**config.mk**
```make
export PLATFORM = sky130hd
export DESIGN_NAME = fetch_queue_flat
export DESIGN_NICKNAME = d
export VERILOG_FILES = /design/src/rtl/fetch_queue_pkg.sv /design/src/rtl/fetch_queue_if.sv /design/src/rtl/fetchq_mem.sv /design/src/rtl/fetch_queue.sv /design/src/flat_wrapper.sv
export SDC_FILE = /design/constraint.sdc
export NUM_CORES = 1
export LEC_CHECK = 0
export BUFFER_PORTS_ARGS = -buffer_cell sky130_fd_sc_hd__clkbuf_2
export CAP_MARGIN = 20
export CORE_MARGIN = 4
export CORE_UTILIZATION = 45
export CTS_CLUSTER_SIZE = 14
export DETAILED_ROUTE_END_ITERATION = 16
export REMOVE_ABC_BUFFERS = 1
export SETUP_SLACK_MARGIN = 0.1
export SLEW_MARGIN = 10
export SYNTH_ARGS = -nofsm -noshare
export SYNTH_HDL_FRONTEND = slang
export SYNTH_SLANG_ARGS = --single-unit
```
**constraint.sdc**
```tcl
create_clock -name clk -period 4.2 [get_ports clk]
set_clock_uncertainty 0.15 [all_clocks]
set_input_delay 0 -clock clk [delete_from_list [all_inputs] [get_ports clk]]
set_output_delay 0 -clock clk [all_outputs]
set_load 0.02 [all_outputs]
```
**src/rtl/fetch_queue_pkg.sv**
```systemverilog
// Shared fetch-path constants and the queue entry layout.
// The reset PC and the NOP word are also used by the fetch unit.
package fetch_queue_pkg;

  localparam logic [31:0] INIT_PC   = 32'h0000_3000;
  localparam logic [31:0] NOP_INSTR = 32'h0000_0000;

  typedef struct packed {
    logic [31:0] pc;
    logic [31:0] instr;
  } fq_entry_t;

endpackage

```
**src/rtl/fetch_queue_if.sv**
```systemverilog
// Fetch-to-decode handshake bundle: fetch pushes {pc, instr}, decode pops the head.
// The queue takes the slave view; the fetch/decode side takes the master view.
interface fetch_queue_if;

  logic        in_valid;
  logic        in_ready;
  logic [31:0] in_pc;
  logic [31:0] in_instr;
  logic        out_valid;
  logic        out_ready;
  logic [31:0] out_pc;
  logic [31:0] out_instr;
  logic        flush;

  modport slave (
    input  in_valid, in_pc, in_instr, out_ready, flush,
    output in_ready, out_valid, out_pc, out_instr
  );

  modport master (
    output in_valid, in_pc, in_instr, out_ready, flush,
    input  in_ready, out_valid, out_pc, out_instr
  );

endinterface

```
**src/rtl/fetchq_mem.sv**
```systemverilog
// Queue storage: DEPTH x {pc, instr}, synchronous write, asynchronous read.
// Contents are deliberately not reset; the occupancy count masks stale entries.
module fetchq_mem
  import fetch_queue_pkg::*;
#(
  parameter int DEPTH_LOG2 = 2
) (
  input  logic                  clk,
  input  logic                  we,
  input  logic [DEPTH_LOG2-1:0] waddr,
  input  fq_entry_t             wdata,
  input  logic [DEPTH_LOG2-1:0] raddr,
  output fq_entry_t             rdata
);

  localparam int DEPTH = 1 << DEPTH_LOG2;

  fq_entry_t mem [DEPTH];

  always_ff @(posedge clk) begin
    if (we) begin
      mem[waddr] <= wdata;
    end
  end

  assign rdata = mem[raddr];

endmodule

```
**src/rtl/fetch_queue.sv**
```systemverilog
// Circular instruction queue between fetch and decode with flush-on-redirect.
// Define FETCHQ_BYPASS_EN to let an empty queue pass the incoming pair straight to decode.
module fetch_queue #(
  parameter int          DEPTH_LOG2 = 2,
  parameter logic [31:0] INIT_PC    = fetch_queue_pkg::INIT_PC
) (
  input  logic                clk,
  input  logic                reset,
  fetch_queue_if.slave        q,
  output logic [DEPTH_LOG2:0] count
);

  import fetch_queue_pkg::*;

  localparam logic [DEPTH_LOG2:0] FULL_CNT = {1'b1, {DEPTH_LOG2{1'b0}}};

  logic [DEPTH_LOG2-1:0] wr_ptr_q, wr_ptr_d;
  logic [DEPTH_LOG2-1:0] rd_ptr_q, rd_ptr_d;
  logic [DEPTH_LOG2:0]   count_q, count_d;

  logic      empty, full;
  logic      push, pop;
  logic      mem_we;
  fq_entry_t head;

  assign empty = (count_q == '0);
  assign full  = (count_q == FULL_CNT);

  // in_ready looks only at registered occupancy, so a pop never frees a slot the same cycle.
  assign q.in_ready = !full;
  assign pop        = !empty && q.out_ready;

`ifdef FETCHQ_BYPASS_EN
  logic bypass_take;

  // An empty queue forwards the incoming pair; if decode takes it, it is never stored.
  assign bypass_take = empty && q.in_valid && q.out_ready;
  assign push        = q.in_valid && q.in_ready && !bypass_take;
  assign q.out_valid = !empty || q.in_valid;

  always_comb begin
    q.out_pc    = INIT_PC;
    q.out_instr = NOP_INSTR;
    if (!empty) begin
      q.out_pc    = head.pc;
      q.out_instr = head.instr;
    end else if (q.in_valid) begin
      q.out_pc    = q.in_pc;
      q.out_instr = q.in_instr;
    end
  end
`else
  assign push        = q.in_valid && q.in_ready;
  assign q.out_valid = !empty;

  // An empty queue presents a NOP at the reset PC rather than whatever the array holds.
  always_comb begin
    q.out_pc    = INIT_PC;
    q.out_instr = NOP_INSTR;
    if (!empty) begin
      q.out_pc    = head.pc;
      q.out_instr = head.instr;
    end
  end
`endif

  assign mem_we = push && !q.flush;

  always_comb begin
    wr_ptr_d = wr_ptr_q;
    rd_ptr_d = rd_ptr_q;
    count_d  = count_q;
    if (q.flush) begin
      wr_ptr_d = '0;
      rd_ptr_d = '0;
      count_d  = '0;
    end else begin
      if (push) wr_ptr_d = wr_ptr_q + 1'b1;
      if (pop)  rd_ptr_d = rd_ptr_q + 1'b1;
      if (push && !pop)      count_d = count_q + 1'b1;
      else if (pop && !push) count_d = count_q - 1'b1;
    end
  end

  always_ff @(posedge clk or negedge reset) begin
    if (!reset) begin
      wr_ptr_q <= '0;
      rd_ptr_q <= '0;
      count_q  <= '0;
    end else begin
      wr_ptr_q <= wr_ptr_d;
      rd_ptr_q <= rd_ptr_d;
      count_q  <= count_d;
    end
  end

  fetchq_mem #(
    .DEPTH_LOG2(DEPTH_LOG2)
  ) u_mem (
    .clk   (clk),
    .we    (mem_we),
    .waddr (wr_ptr_q),
    .wdata ('{pc: q.in_pc, instr: q.in_instr}),
    .raddr (rd_ptr_q),
    .rdata (head)
  );

  assign count = count_q;

endmodule
```
**src/flat_wrapper.sv**
```systemverilog
// flat-port wrapper written by rule: the top's interface ports become plain ports
module fetch_queue_flat import fetch_queue_pkg::*;
#(
  parameter int          DEPTH_LOG2 = 2,
  parameter logic [31:0] INIT_PC    = fetch_queue_pkg::INIT_PC
)
  (clk, reset, count, q_in_valid, q_in_pc, q_in_instr, q_out_ready, q_flush, q_in_ready, q_out_valid, q_out_pc, q_out_instr);
  fetch_queue_if q_i ();
  input  logic clk;
  input  logic reset;
  output logic [DEPTH_LOG2:0] count;
  input wire logic [$bits(q_i.in_valid)-1:0] q_in_valid;
  input wire logic [$bits(q_i.in_pc)-1:0] q_in_pc;
  input wire logic [$bits(q_i.in_instr)-1:0] q_in_instr;
  input wire logic [$bits(q_i.out_ready)-1:0] q_out_ready;
  input wire logic [$bits(q_i.flush)-1:0] q_flush;
  output wire logic [$bits(q_i.in_ready)-1:0] q_in_ready;
  output wire logic [$bits(q_i.out_valid)-1:0] q_out_valid;
  output wire logic [$bits(q_i.out_pc)-1:0] q_out_pc;
  output wire logic [$bits(q_i.out_instr)-1:0] q_out_instr;
  assign q_i.in_valid = q_in_valid;
  assign q_i.in_pc = q_in_pc;
  assign q_i.in_instr = q_in_instr;
  assign q_i.out_ready = q_out_ready;
  assign q_i.flush = q_flush;
  assign q_in_ready = q_i.in_ready;
  assign q_out_valid = q_i.out_valid;
  assign q_out_pc = q_i.out_pc;
  assign q_out_instr = q_i.out_instr;
  fetch_queue #(.DEPTH_LOG2(DEPTH_LOG2), .INIT_PC(INIT_PC)) u_core (.clk(clk), .reset(reset), .q(q_i), .count(count));
endmodule
```
## Word-level counts from Yosys, hierarchy flattened

Memories as Yosys holds them, arrays and structs flattened.
Cells that the tools add are included.

- Register bits: 7
- Latch bits: 0
- Bits in writable memories: 256
- ROM bits: 0
- Input port bits: 69
- Output and inout port bits: 69
- Logic and storage cells: 34
- Memories kept: 1

Memory list:

| name | words | width | rd ports | clocked after Yosys merged registers in | wr ports | line | source |
|---|---|---|---|---|---|---|---|
| u_core.u_mem.mem | 4 | 64 | 1 | 0 | 1 | fetchq_mem.sv:18 | `fq_entry_t mem [DEPTH];` |

- Add/sub/neg operators: 4
- Multiply operators: 0
- Divide/modulo/power cells: 0
- Order comparisons: 0
- Equal/unequal tests: 1
- Shift-type cells: 0
- Multiplexer cells: 11
- Bitwise operators: 0
- Reduce and logical (&&, ||, !) cells: 14

Operators by type and width:

| kind | count |
|---|---|
| 32-bit two-way mux | 2 |
| 3-bit two-way mux | 3 |
| 2-bit two-way mux | 4 |
| 1-bit logical AND | 5 |
| 1-bit zero test | 5 |
| 2-bit by 1-bit adder with 2-bit output, second input constant | 2 |
| 2-bit nonzero test | 2 |
| 3-bit by 1-bit adder with 3-bit output, second input constant | 1 |
| 3-bit == test, second input constant | 1 |
| 3-bit zero test | 1 |
| 3-bit nonzero test | 1 |
| 3-bit by 1-bit subtractor with 3-bit output, second input constant | 1 |
| 1-bit two-way mux | 2 |

## Depth between registers and ports, before layout

Gate-level depths: netlist of run 1.

- Word-level depth: 8
- Gate-level depth with buffers: 8

## Hierarchy

A second synthesis of run 1 with hierarchy kept.

- Cell total of the unflattened synthesis: 470
- Area, all modules: 10,361.2 um^2

By module, submodules not included:

| module | instances | cells an instance | area an instance (um^2) | sequential area each (um^2) |
|---|---|---|---|---|
| fetchq_mem | 1 | 338 | 9,341.5 | 7,687.4 |
| fetch_queue | 1 | 132 | 1,019.7 | 175.2 |

## Least setup slack after synthesis of run 1

Ideal clock, no wire load.

- Kind: register to register
- From: register u_core.count_q[0] (netlist: u_core.count[0])
- To: memory u_core.u_mem.mem[0][0] (netlist bit) (enable)
- Arrival time: 2.499 ns
- Data required time: 3.621 ns
- Setup slack: 1.122 ns
- Stages on the path, launching flop included: 5
- Clock period less this slack: 3.078 ns
- Cells stage by stage: dfrtp_1 -> buf_2 -> nor3b_1 -> nor3_1 -> and2_1

- Word-level cells in the longest chain between the ends: 6

Ends and longest elaborated chain:

| what | line | source |
|---|---|---|
| start: declaration | fetch_queue.sv:19 | `logic [DEPTH_LOG2:0] count_q, count_d;` |
| start signal: assignment | fetch_queue.sv:93 | `count_q <= count_d;` |
| 3-bit == test | fetch_queue.sv:27 | `assign full = (count_q == FULL_CNT);` |
| 1-bit zero test | fetch_queue.sv:30 | `assign q.in_ready = !full;` |
| 1-bit logical AND | fetch_queue.sv:53 | `assign push = q.in_valid && q.in_ready;` |
| 1-bit logical AND | fetch_queue.sv:67 | `assign mem_we = push && !q.flush;` |
| 1-bit two-way mux | fetchq_mem.sv:21 | `if (we) begin` |
| 1-bit two-way mux (not written as such) | fetchq_mem.sv:22 | `mem[waddr] <= wdata;` |
| end: declaration | fetchq_mem.sv:18 |  |

No other way between the ends.

## Final worst setup path of run 1

- From: register u_core.rd_ptr_q[0]
- To: output port q_out_pc[12]

- Word-level cells in the longest chain between the ends: 2

Ends and longest elaborated chain:

| what | line | source |
|---|---|---|
| start: declaration | fetch_queue.sv:18 | `logic [DEPTH_LOG2-1:0] rd_ptr_q, rd_ptr_d;` |
| start signal: assignment | fetch_queue.sv:92 | `rd_ptr_q <= rd_ptr_d;` |
| memory 4 x 64 bit | n/a |  |
| 32-bit two-way mux | fetch_queue.sv:60 | `if (!empty) begin` |
| end: declaration | flat_wrapper.sv:19 | `output wire logic [$bits(q_i.out_pc)-1:0] q_out_pc;` |

No other way between the ends.

==> results.ini, run 1 <==
[route]
drt_iter0_markers = 279
wl_per_cell_um = 19.80
vias = 5047
firstDrtPassIters = 4
vias_per_cell = 5.150
remaining_drc_errors = 0
wl_mm = 19.40
ant_nets = 0

[cts]
postCtsSetupBuffers = 0
cts_tree = yes
cts-root-buf = clkbuf_16
cts.sinks = 263
htree_num_levels = 1
clock_latency_ns = 0.52
cts_resized = 0
numCtsBuffers = 27
postCtsHoldBufs = 70
path_clk_slew_ns = 0.06
cts_buffer_depth = 3

[timing]
fin_crit_ns = 2.911
worstMarginPinSlew_ns = 1.029
hold_viol = 0
slew_headroom_pct = 31.43
min_period_over_period_pct = 69.30
final-setup-viol-count = 0
rsz0062_at_grt = false
timing.final.ws_setup_ns = 1.289
drv_slew = 0
hold_ws_ns = 0.09320
clock.fmax_ghz = 0.3436

[floorplanning]
start_util_pct = 46.22
core_area_um2 = 22090
die_area_um2 = 25170
die_y_um = 158.6
die_x_um = 158.6
rows = 54
ios = 138

[grt]
grt_first_pass_wirelength_mm = 29.91
grt_overflow = 0
grt_max_degree = 66
track_usage_pct = 15.51
antenna_found_initial = 2
grt_pass1_vias = 5444

[power_and_ir_drop]
power_leakage_uw = 0.004352
ir_drop_mv = 0.2793
powerDensity_nw_per_um2 = 597.2

[final_layout]
area_delta_synth_final_pct = 24.39
fill_cells = 1707
nNetsFinal = 755
drive_above_1_share_pct = 35.96

[setup_path]
worst-path-buf-inv = 2
critPathKind = reg -> out
setup.worst_path.end_class = output port
crit_chain = buf_4 > mux4_2 > or2_1 > clkbuf_2
cp-start-kind = flip-flop
crit_path_max_incr_delay_ns = 0.82
critPathRequiredTime_ns = 4.05
crit_fanout = 29
crit_arrival_ns = 2.76
r2r_setup_slack_ns = 1.63
crit_family = flip-flops
critical_path.slowest_cell = dfrtp_4

[place]
io_buffers = 137
place.gp.congestion = 0.7962
dpl.hpwl_mm = 10.84
dp_slack_ns = 1.655

[status]
status = complete, no violations

[synthesis]
synth_cells = 468
syn_area_um2 = 10210
ys_seq_elements = 263
synth_warnings = 0
synth_area_per_cell_um2 = 21.82
ys_seq_area_share_pct = 76.99
ys_types = 31

[hold_path]
worstHoldPathType = in -> reg

[run]
maxCapViolations = 0

## cells in the mapped netlist
library cell	instances	area share (%)
xor2_1	2	0.17
nand3b_1	1	0.074
fa_1	1	0.20
inv_1	8	0.29
nor2_1	8	0.29
o311ai_0	1	0.086
nor2b_1	62	3.8
and2_1	4	0.24
o31ai_1	2	0.15
or2_1	2	0.12
nand3_1	2	0.098
buf_2	11	0.54
a31o_2	1	0.086
a221oi_2	1	0.15
dfrtp_1	7	1.7
buf_6	5	0.55
a21oi_1	2	0.098
and3_1	1	0.061
o311a_1	1	0.098
a211oi_1	1	0.074
mux2i_1	1	0.098
o21ai_0	3	0.15
edfxtp_1	256	75
nor3_1	2	0.098
mux4_2	64	14
nor3b_1	1	0.074
o21a_1	2	0.15
clkbuf_1	8	0.29
buf_4	2	0.15
ha_1	4	0.49
mux2_2	2	0.22
## power by group
part | internal (µW) | leakage (µW) | total (µW) | switching (µW)
registers | 3020 | 0.00241 | 3190 | 164
logic | 876 | 0.00152 | 2080 | 1200
clock network | 1410 | 0.000419 | 2320 | 912
total | 5310 | 0.00435 | 7590 | 2280
## kinds of logic (layout without fill, tap and decap cells)
logic type	Yosys count	count (layout)	synth area share, %
other	0	2	0
adders and majority gates	5	5	0.6861
AOI/OAI and AO/OA	14	14	1.029
muxes	67	67	14.43
DFF	263	263	76.99
buffers and inverters	34	264	1.825
and+or+nand+nor	83	83	4.864
xor gates and xnor gates	2	2	0.1716
## through the flow
| stage | power, µW | utilization [%] | area, µm² | TNS (ns) | cells |
|---|---|---|---|---|---|
| 3_3_place_gp | 5312 | 50.41 | 11140 | 0 | 862 |
| 4_1_cts | 7715 | 57.48 | 12700 | 0 | 978 |
| 3_5_place_dp | 5325 | 50.41 | 11140 | 0 | 862 |
| 5_1_grt | 7977 | 57.50 | 12700 | 0 | 980 |
| 6_report | 7586 | 57.50 | 12700 | 0 | 980 |
| 2_1_floorplan | 4637 | - | 10060 | -20.51 | 442 |
## worst register-to-register path, delay by kind of cell, from the launching register on
| family | cells | cell delay, ns |
|---|---|---|
| AOI/OAI and AO/OA | 2 | 0.57 |
| adders and majority gates | 1 | 0.43 |
| buffers and inverters | 1 | 0.19 |
| DFF | 1 | 0.50 |
| and+or+nand+nor | 2 | 0.64 |
## area by class of cell
class / count / area [µm²] / share of cell area [%]
diodes: 2 / 5.005 / 0.03940
clock buffers: 31 / 690.7 / 5.437
clock inverters: 15 / 170.2 / 1.340
inverters: 8 / 30.03 / 0.2364
multi-input cells: 171 / 2178 / 17.15
flip-flops and latches: 263 / 7870 / 61.95
well taps: 280 / 350.3 / 2.758
repair buffers: 210 / 1409 / 11.09
## cells in the final DEF (no fill, tap or decap), types with 3 or more instances in the layout
cell type	instances
edfxtp_1	256
clkbuf_2	137
dlygate4sd3_1	70
mux4_2	64
nor2b_1	62
clkbuf_16	27
inv_1	8
nor2_1	8
clkinv_1	6
dfrtp_1	5
and2_4	4
ha_1	4
clkinv_2	4
bufinv_16	4
clkbuf_1	4
o21ai_0	3
buf_4	3
## registers in the layout, summed over array words and instances, names as in the netlist
signal and count:
u_core.count 3, u_core.rd_ptr_q 2, u_core.u_mem.mem 256, u_core.wr_ptr_q 2
## layer usage
| metal | vias to the layer above | routed length, µm | GRT usage [%] |
|---|---|---|---|
| li1 | 2324 | - | - |
| met1 | 2576 | 8293 | 20.00 |
| met2 | 124 | 9762 | 27.21 |
| met3 | 23 | 1101 | 3.398 |
| met4 | 0 | 244 | 3.452 |
| met5 | - | 0 | 0 |
## worst paths after layout
check,start,to,cells after the start
worst max-delay path,u_core.rd_ptr_q[0],q_out_pc[12],4
worst min-delay path,q_in_instr[0],u_core.u_mem.mem[0][0],2
worst max register to register,u_core.count[1],u_core.count[2],6
worst min register to register,u_core.wr_ptr_q[1],u_core.wr_ptr_q[1],2
max in group asynchronous,reset,u_core.rd_ptr_q[1],3
min in group asynchronous,reset,u_core.count[0],3
Note: power is estimated with default switching activity, not from simulation.
==> inputs of run 2 (changes only) <==
==> constraint.sdc (replaced) <==
create_clock -name clk -period 2.9 [get_ports clk]
set_clock_uncertainty 0.15 [all_clocks]
set_input_delay 0 -clock clk [delete_from_list [all_inputs] [get_ports clk]]
set_output_delay 0 -clock clk [all_outputs]
set_load 0.02 [all_outputs]
==> results.ini, run 2 (synthesized netlist as in run 1, its figures left out) <==
[setup_path]
critical_path.slowest_cell = dfrtp_4
r2r_setup_slack_ns = 0.39
r2r-end = u_core.count[2]
crit_chain = buf_4 > mux4_2 > nor2b_1 > clkbuf_2
setup.worst_path.end_class = output port
crit_arrival_ns = 2.47
critPathKind = reg -> out
critPathRequiredTime_ns = 2.75
crit_fanout = 18
cp-start-kind = flip-flop
startpoint = u_core.rd_ptr_q[0]
rr_worst_depth = 6
crit_path_max_incr_delay_ns = 0.69
reg2reg_from = u_core.count[0]

[final_layout]
nNetsFinal = 771
antenna_cells = 0
stdcell_count = 999
final_cell_mix = edfxtp_1 (256), clkbuf_2 (137), dlygate4sd3_1 (70)
final_common_cell = edfxtp_1
top_register = u_core.u_mem.mem
drive_above_1_share_pct = 37.69
largest_reg_flops = 256
area_delta_synth_final_pct = 27.16

[timing]
timing.final.ws_setup_ns = 0.2825
fin_crit_ns = 2.618
drv_slew = 0
clock.fmax_ghz = 0.3820
worstMarginPinSlew_ns = 0.8921
min_period_over_period_pct = 90.26
final-setup-viol-count = 0
hold_ws_ns = 0.08044
slew_headroom_pct = 40.20
hold_viol = 0
rsz0062_at_grt = false

[power_and_ir_drop]
cell_internal_pwr_uw = 7803
comb_power_share_pct = 29.4
pwr-share-seq_pct = 40.5
power_leakage_uw = 0.004483
ir_drop_mv = 0.3900
p_sw_uw = 3429
clkPwrFrac_pct = 30.1
powerDensity_nw_per_um2 = 865.0
p_sw_share_pct = 30.53

[grt]
grt_max_degree = 31
track_usage_pct = 16.30
grt_overflow = 0
antenna_found_initial = 0
grt_first_pass_wirelength_mm = 31.66
grt_pass1_vias = 5728

[route]
wl_per_cell_um = 20.39
firstDrtPassIters = 4
vias_per_cell = 5.253
drt_iter0_markers = 255
wl_mm = 20.37
ant_nets = 0
vias = 5248
remaining_drc_errors = 0

[floorplanning]
die_y_um = 158.6
ios = 138
start_util_pct = 46.22
die_area_um2 = 25170
rows = 54
die_x_um = 158.6
core_area_um2 = 22090

[cts]
numCtsBuffers = 28
clock_latency_ns = 0.52
cts.sinks = 263
cts_tree = yes
postCtsSetupBuffers = 0
path_clk_slew_ns = 0.06
cts_buffer_depth = 3
htree_num_levels = 1
cts-root-buf = clkbuf_16

[hold_path]
min_path_cells = 2
worstHoldPathType = in -> reg
min_from = q_in_instr[12]
hold_path_end = u_core.u_mem.mem[2][12]

[place]
dpl.hpwl_mm = 12.49
io_buffers = 137
place.gp.congestion = 0.8185
placed_cells = 877
dp_slack_ns = 0.4322

[status]
status = complete, no violations

[run]
maxCapViolations = 0

-- run 2: changes by cell type in the layout (fill, tap and decap cells not counted) --
| cell | before | now |
|---|---|---|
| buf_12 | 0 | 12 |
| buf_4 | 3 | 6 |
| clkinv_2 | 4 | 7 |
| bufinv_16 | 4 | 2 |
| clkbuf_16 | 27 | 29 |
| diode_2 | 2 | 0 |
| clkbuf_1 | 4 | 5 |
| clkinv_4 | 0 | 1 |
| clkinvlp_4 | 1 | 2 |
-- run 2: worst max-delay path by stage --
stage                            endpoint  cells after the start  slack (ns)
after floorplan               q_out_valid                      2       -1.69
after detailed placement  u_core.count[2]                      6        0.43
after global routing         q_out_pc[17]                      4        0.12
after global placement    u_core.count[2]                      6        0.51
final                        q_out_pc[17]                      4        0.28
after CTS                    q_out_pc[17]                      4        0.19
-- run 2: per-stage QoR --
step                utilization [%]  power, µW  area [µm²]  TNS, ns
floorplan                         -       6568       10060  -149.31
global placement              51.60       7891       11400        0
detailed placement            51.60       7926       11400        0
CTS                           58.78      11390       12990        0
global route                  58.78      11790       12990        0
finish                        58.78      11230       12990        0
-- run 2: repair_timing --
item,4_1_cts,5_1_grt
gates resized for setup,0,0
hold buffers,70,0
hold endpoints to repair,270,0
-- run 2: layout make-up --
cell class	count	area [µm²]
Sequential cell	263	7870
Fill cell	1662	9107
Multi-Input combinational cell	171	2178
Clock buffer	34	744.5
Clock inverter	18	141.4
Tap cell	280	350.3
Inverter	8	30.03
Timing Repair Buffer	225	1672
-- run 2: critical path: cells and delay by family (launching register included) --
family	cells	cell delay, ns
buf+inv	2	0.56
flops	1	0.69
mux	1	0.53
simple gates	1	0.15
-- run 2: power groups by stage --
stage	logic, µW	registers, µW	clock network, µW
floorplan	1840	4730	0
global placement	3270	4620	0
detailed placement	3290	4640	0
CTS	3370	4560	3460
global route	3570	4580	3640
finish	3300	4550	3380
-- run 2: per-layer routing --
layer	routed length [µm]	GRT usage [%]	up-vias	part of all wire, %
li1	-	-	2359	-
met1	8876	22.45	2714	44
met2	10070	27.27	147	49
met3	1103	3.044	28	5.4
met4	327	4.021	0	1.6
met5	0	0	-	0
